===== src/rtl/branch_predictor.sv =====
// branch_predictor: direct-mapped BTB with 2-bit counters, mispredict detection and branch statistics
`ifndef XLEN
`define XLEN 32
`endif
module branch_predictor #(
    parameter int IDX_BITS = 4,
    parameter int CNT_W = 32
) (
    input  logic              clk,
    input  logic              rst,
    input  logic [`XLEN-1:0]  fetch_pc,
    output logic              pred_taken,
    output logic [`XLEN-1:0]  pred_target,
    input  logic              upd_valid,
    input  logic [`XLEN-1:0]  upd_pc,
    input  logic              upd_taken,
    input  logic [`XLEN-1:0]  upd_target,
    input  logic              upd_pred_taken,
    input  logic [`XLEN-1:0]  upd_pred_target,
    output logic              mispredict,
    output logic [`XLEN-1:0]  redirect_pc,
    output logic [CNT_W-1:0]  branch_count,
    output logic [CNT_W-1:0]  mispredict_count
);
    localparam int ENTRIES = 2 ** IDX_BITS;
    localparam int TAG_W = `XLEN - IDX_BITS - 2;
    logic [ENTRIES-1:0] valid;
    logic [TAG_W-1:0]   tag_mem [ENTRIES];
    logic [`XLEN-1:0]   tgt_mem [ENTRIES];
    logic [1:0]         cnt_mem [ENTRIES];
    logic [IDX_BITS-1:0] f_idx, u_idx;
    logic [TAG_W-1:0]    f_tag, u_tag;
    logic                f_hit, u_hit;
    logic [1:0]          u_cnt, u_cnt_next;
    always_comb begin
        f_idx = fetch_pc[IDX_BITS+1:2];
        f_tag = fetch_pc[`XLEN-1:IDX_BITS+2];
        f_hit = valid[f_idx] && tag_mem[f_idx] == f_tag;
        pred_taken = f_hit && cnt_mem[f_idx][1];
        pred_target = pred_taken ? tgt_mem[f_idx] : fetch_pc + `XLEN'(4);
        u_idx = upd_pc[IDX_BITS+1:2];
        u_tag = upd_pc[`XLEN-1:IDX_BITS+2];
        u_hit = valid[u_idx] && tag_mem[u_idx] == u_tag;
        u_cnt = cnt_mem[u_idx];
        u_cnt_next = !u_hit ? 2'd2
                   : upd_taken ? (u_cnt == 2'd3 ? u_cnt : u_cnt + 2'd1)
                   : (u_cnt == 2'd0 ? u_cnt : u_cnt - 2'd1);
        mispredict = upd_valid && (upd_taken != upd_pred_taken ||
                     (upd_taken && upd_target != upd_pred_target));
        redirect_pc = upd_taken ? upd_target : upd_pc + `XLEN'(4);
    end
    always_ff @(posedge clk) begin
        if (rst) begin
            valid <= '0;
            for (int i = 0; i < ENTRIES; i++) cnt_mem[i] <= 2'd1;
            branch_count <= '0;
            mispredict_count <= '0;
        end else if (upd_valid) begin
            if (u_hit || upd_taken) cnt_mem[u_idx] <= u_cnt_next;
            if (upd_taken) begin
                valid[u_idx] <= 1'b1;
                tag_mem[u_idx] <= u_tag;
                tgt_mem[u_idx] <= upd_target;
            end
            branch_count <= &branch_count ? branch_count : branch_count + CNT_W'(1);
            if (mispredict && !(&mispredict_count)) mispredict_count <= mispredict_count + CNT_W'(1);
        end
    end
endmodule


===== config.mk =====
export PLATFORM = sky130hd
export DESIGN_NAME = branch_predictor
export DESIGN_NICKNAME = d
export VERILOG_FILES = /design/src/rtl/branch_predictor.sv
export SDC_FILE = /design/constraint.sdc
export NUM_CORES = 2
export LEC_CHECK = 0
export ABC_CLOCK_PERIOD_IN_PS = 10600
export CORE_MARGIN = 2
export CORE_UTILIZATION = 40
export CTS_BUF_LIST = sky130_fd_sc_hd__clkbuf_16
export DETAILED_ROUTE_END_ITERATION = 6
export SLEW_MARGIN = 20
export SYNTH_ARGS = -nofsm -noshare
export SYNTH_HDL_FRONTEND = slang
export SYNTH_SLANG_ARGS = --single-unit

===== constraint.sdc =====
create_clock -name clk -period 10.6 [get_ports clk]
set_input_delay 1.06 -clock clk [delete_from_list [all_inputs] [get_ports clk]]
set_output_delay 1.06 -clock clk [all_outputs]
set_load 0.005 [all_outputs]

### Word-level counts from Yosys, hierarchy flattened

Memories as Yosys holds them, arrays and structs flattened.
Index checks and enable logic that the tools add are counted.

* register bits: 80
* RAM bits: 960
* bits of input ports: 133
* output and inout port bits: 130
* word-level logic and storage cells: 64
* memories: 3

* $add $sub $neg: 6
* magnitude comparators: 3
* equality and inequality tests: 5
* muxes and demuxes: 25
* bitwise logic cells: 2
* reduce and logical (&&, ||, !) cells: 17

Memories
* tgt_mem: words 16, width 32, rd ports 1, clocked after Yosys merged registers in 0, write ports 1, line 29 `` logic [`XLEN-1:0] tgt_mem [ENTRIES]; ``
* tag_mem: words 16, width 26, rd ports 2, clocked after Yosys merged registers in 0, write ports 1, line 28 `logic [TAG_W-1:0] tag_mem [ENTRIES];`
* cnt_mem: words 16, width 2, rd ports 2, clocked after Yosys merged registers in 0, write ports 16, line 30 `logic [1:0] cnt_mem [ENTRIES];`

Operators with widths (number)
* 32-bit by 1-bit adder with 32-bit output, second input constant: 2
* 32-bit by 3-bit adder with 32-bit output, second input constant: 2
* 32-bit 2-to-1 mux: 2
* 32-bit AND reduction: 2
* 26-bit equality test: 2
* 32-bit != test: 1
* 16-bit OR: 1
* 1-bit 2-to-1 mux: 14
* 4-bit by 5-bit less-than comparator with 1-bit output, second input constant: 2
* 2-bit 2-to-1 mux: 5
* 1-bit binary-select mux with 4-bit select: 2
* 1-bit logical AND: 7
* 2-bit AND reduction: 3
* 1-bit demux with 4-bit select: 1
* 4-bit by 1-bit greater-or-equal comparator with 1-bit output, second input constant: 1
* 4-bit 2-to-1 mux: 1
* 2-bit by 1-bit adder with 2-bit output, second input constant: 1
* 2-bit equality test, second input constant: 1
* 2-bit zero test: 1
* 1-bit logical OR: 2
* 2-bit OR reduction: 1
* 2-bit by 1-bit subtractor with 2-bit output, second input constant: 1
* 1-bit zero test: 1
* 1-bit != test: 1
* 1-bit NOT: 1

### Depth between registers and ports, before layout

* word-level depth: 10
* depth in mapped cells: 15
* depth with buffers taken out: 9

### Least setup slack after synthesis

No wires, ideal clock.

* path type: in2out
* start point: in fetch_pc[2]
* end point: out pred_target[11]
* arrival time: 3900 ps
* data required time: 9540 ps
* setup slack: 5640 ps
* stages: 10
* path buffers: 7
* path through: buf_4 > buf_4 > buf_2 > buf_2 > buf_2 > buf_2 > buf_2 > mux4_2 > mux4_2 > mux2_2

* word-level cells in the longest chain between the ends: 5
* elaborated cells between the ends (all ways): 10

Ends and longest elaborated chain
* start: declaration: line 11 `` input logic [`XLEN-1:0] fetch_pc, ``
* memory read 16 x 26 bit or 1-bit binary-select mux with 4-bit select (tied branches)
* 26-bit equality test or 1-bit 2-to-1 mux (tied branches): line 38 `f_hit = valid[f_idx] && tag_mem[f_idx] == f_tag;`
* 1-bit logical AND: line 38
* 1-bit logical AND: line 39 `pred_taken = f_hit && cnt_mem[f_idx][1];`
* 32-bit 2-to-1 mux *: line 40 `` pred_target = pred_taken ? tgt_mem[f_idx] : fetch_pc + `XLEN'(4); ``
* end: declaration: line 13 `` output logic [`XLEN-1:0] pred_target, ``

Mark *: on every way between the ends. The rest lies on a longest branch, timed or not. The select of a mux whose other input is x is not followed.

### Worst setup path after layout

* start point: in fetch_pc[3]
* end point: out pred_target[19]

The elaborated chain is that of the path after synthesis.

==> results.ini <==
[detailed_routing]
post_drt_wl_per_cell_um=33.6
ant_nets=0
viasPerCell=6.24
drc=0
vias=30379
routedLengthMet1_mm=66.6
drt-initial-drc-count=4481
highest_layer=met5
wl_met3_mm=17.3
drt_wl_total_mm=163
dr.pass1.iters=5
wl_met2_mm=74.6

[timing]
worstMarginPinSlew_ps=1160
final_hold_viol_count=0
timing.final.crit_share=0.679
holdWs_ps=491
tns_ps=0
finalSetupViolCount=0
rsz0062_at_grt=false
relSlewSlack=0.224
fin_skew_ps=76.7
min_period_ps=7200
fmax_ghz=0.139
slew_violations=0

[floorplan]
core_um2=119000
die_y_um=350
rows=127
die_w_um=350
design.die.area_um2=123000
io_pins=263
start_util=0.401

[critical_path]
crit_required_ps=9540
startpoint_type=primary input
slowest_stage=buf_4
crit_type=primary input to output port
r2r-end=cnt_mem[13][0]$_SDFFCE_PN1P_
r2r_slack_ps=6260
arrival_ps=6140
crit_fanout=96
reg2reg_depth=9
path_cells=buf_8, buf_4, and2_1, a311o_1, a311oi_1, a2111oi_0, nand2_1, nor4_1, nand4_1, buf_4, mux2_2, clkdlybuf4s50_1
cp-end-kind=output port
regToRegStartpoint=tag_mem[7][8]$_DFFE_PP_
cp_common_cell=buf_4
slowest_delay_ps=980

[yosys]
synth-main-ff-cell=edfxtp_1
synth_edf_count=960
synth_cell_types=81
synth_warnings=0
synth.avg_cell_area_um2=16.6
synth_cells=2894
seq_area_frac_synth=0.634
synth_compound_area_frac=0.0501
synth_top_cell_by_area=edfxtp_1
ys_seq_elements=1040
synth.area.top_cells=edfxtp_1, mux4_2, dfxtp_1
synthSimpleGateAreaFrac=0.0602
synth-adder-area-share=0.00183
synth_top_area_frac=0.601
syn_area_um2=48000
synth_top_family_by_area=multiplexers
muxShareOfSynthArea=0.198
synth_nets=3034
postSynth.asyncResetShare=0
synth_xor_area_frac=0.0296

[clock_tree]
clockBufferDepth=3
htreeDepth=3
clk_latency_ps=750
cts-buffers-inserted=108
cts_tree=yes
postCtsHoldBufs=0
numClockSinks=1040
path_clk_slew_ps=60
cts-resized-gates=0
post_cts_buffers=0
cts_root_buffer=clkbuf_16

[worst_hold_path]
hold_start=valid[13]$_SDFFE_PP0P_
whs_endpoint=valid[13]$_SDFFE_PP0P_
whs_path_depth=2
min-delay-path-class=flop to flop

[global_route]
first_global_vias=30114
grt_max_degree=97
antenna_found_initial=4
grtUsageTotal=0.264
overflow=0
grt_pass1_wl_mm=229

[finish]
area_growth_pct=16.4
post-route-util=0.467
final_cells=4869
drive_gt1_frac=0.210
fin_nets=3309
layout_common_cells=edfxtp_1, mux4_2, clkdlybuf4s50_1
final_common_cell=edfxtp_1

[power_and_ir_drop]
leakage_nw=17.9
p_per_area_nw_per_um2=163
peakVddDrop_uv=135
finalPower_w=0.00910

[outcome]
outcome=complete, no violations

[run]
cap_violations=0

[placed_design]
place_congestion=0.987
dp_cells=4670
hpwl_mm=104
port-buffer-count=262

-- sequential cells by signal, indices dropped and copies added, names as in the netlist --
register          flops
branch_count         32
cnt_mem              32
mispredict_count     32
tag_mem             416
tgt_mem             512
valid                16
-- area by class of cell --
cell class                      count  area, um2
Antenna cell                        1       2.50
Fill cell                       10209      63600
Multi-Input combinational cell   1584      16300
Sequential cell                  1040      30400
Clock inverter                     89        768
Inverter                           93        377
Tap cell                         1612       2020
Timing Repair Buffer              342       3230
Clock buffer                      108       2700
-- worst max-delay path by stage --
stage,from,endpoint
global route,fetch_pc[3],pred_target[22]
global placement,fetch_pc[3],pred_target[19]
finish,fetch_pc[3],pred_target[19]
CTS,fetch_pc[3],pred_target[21]
detailed placement,fetch_pc[3],pred_target[21]
floorplan,fetch_pc[2],pred_target[11]
-- cells in the mapped netlist, types with 8 or more instances --
cell	n
nor3_1	36
o22ai_1	31
buf_4	9
mux4_2	345
buf_1	13
nand2_1	157
or3_1	23
nand4_1	31
inv_1	87
xnor2_1	127
o211ai_1	10
nand3_1	66
nor4b_1	8
dfxtp_1	80
a2111oi_0	10
nor2_1	121
and3_1	21
and4_1	10
clkbuf_1	88
a22oi_1	21
a311o_1	20
mux2_1	9
a2bb2oi_2	10
edfxtp_1	960
buf_2	53
o21ai_0	88
buf_6	11
nand2b_1	9
xor2_1	35
and2_1	12
a31oi_1	8
mux2_2	62
a2bb2oi_1	10
nor4_1	32
mux2i_1	94
a21oi_1	32
nor2b_1	22
a22o_1	11
-- report_power, final --
part,leakage (nW),internal [W],switching (W)
combinational,6.75,0.000330,0.000495
clock,1.81,0.00210,0.00165
sequential,9.31,0.00451,0.0000149
-- layer usage --
metal  up-vias  GRT usage
met2      1837      0.407
met4         4     0.0817
li1      12259          -
met3       254     0.0594
met1     16025      0.373
met5         -          0
-- critical path: cells and delay by family --
| family | cells | cell delay [ps] |
|---|---|---|
| simple gates | 4 | 1090 |
| mux | 1 | 310 |
| buf+inv | 4 | 2470 |
| compound gates | 3 | 940 |
-- cells by family (layout without fill, tap and decap cells) --
family,Yosys count,count (layout)
flip-flops,1040,1040
AND/OR/NAND/NOR,577,577
multiplexers,510,510
AO/OA/AOI/OAI,328,328
buffers and inverters,270,632
XOR/XNOR,162,162
adder cells (fa/ha/maj),7,7
other,0,1
-- per-stage QoR --
step                      setup slack (ps)  cell area, um2
final                                 3400           55900
after floorplan                       5640           48000
after global routing                  3190           55900
after global placement                3530           52400
after detailed placement              3520           52400
after CTS                             3500           55800
(Power assumes the default switching activity.)
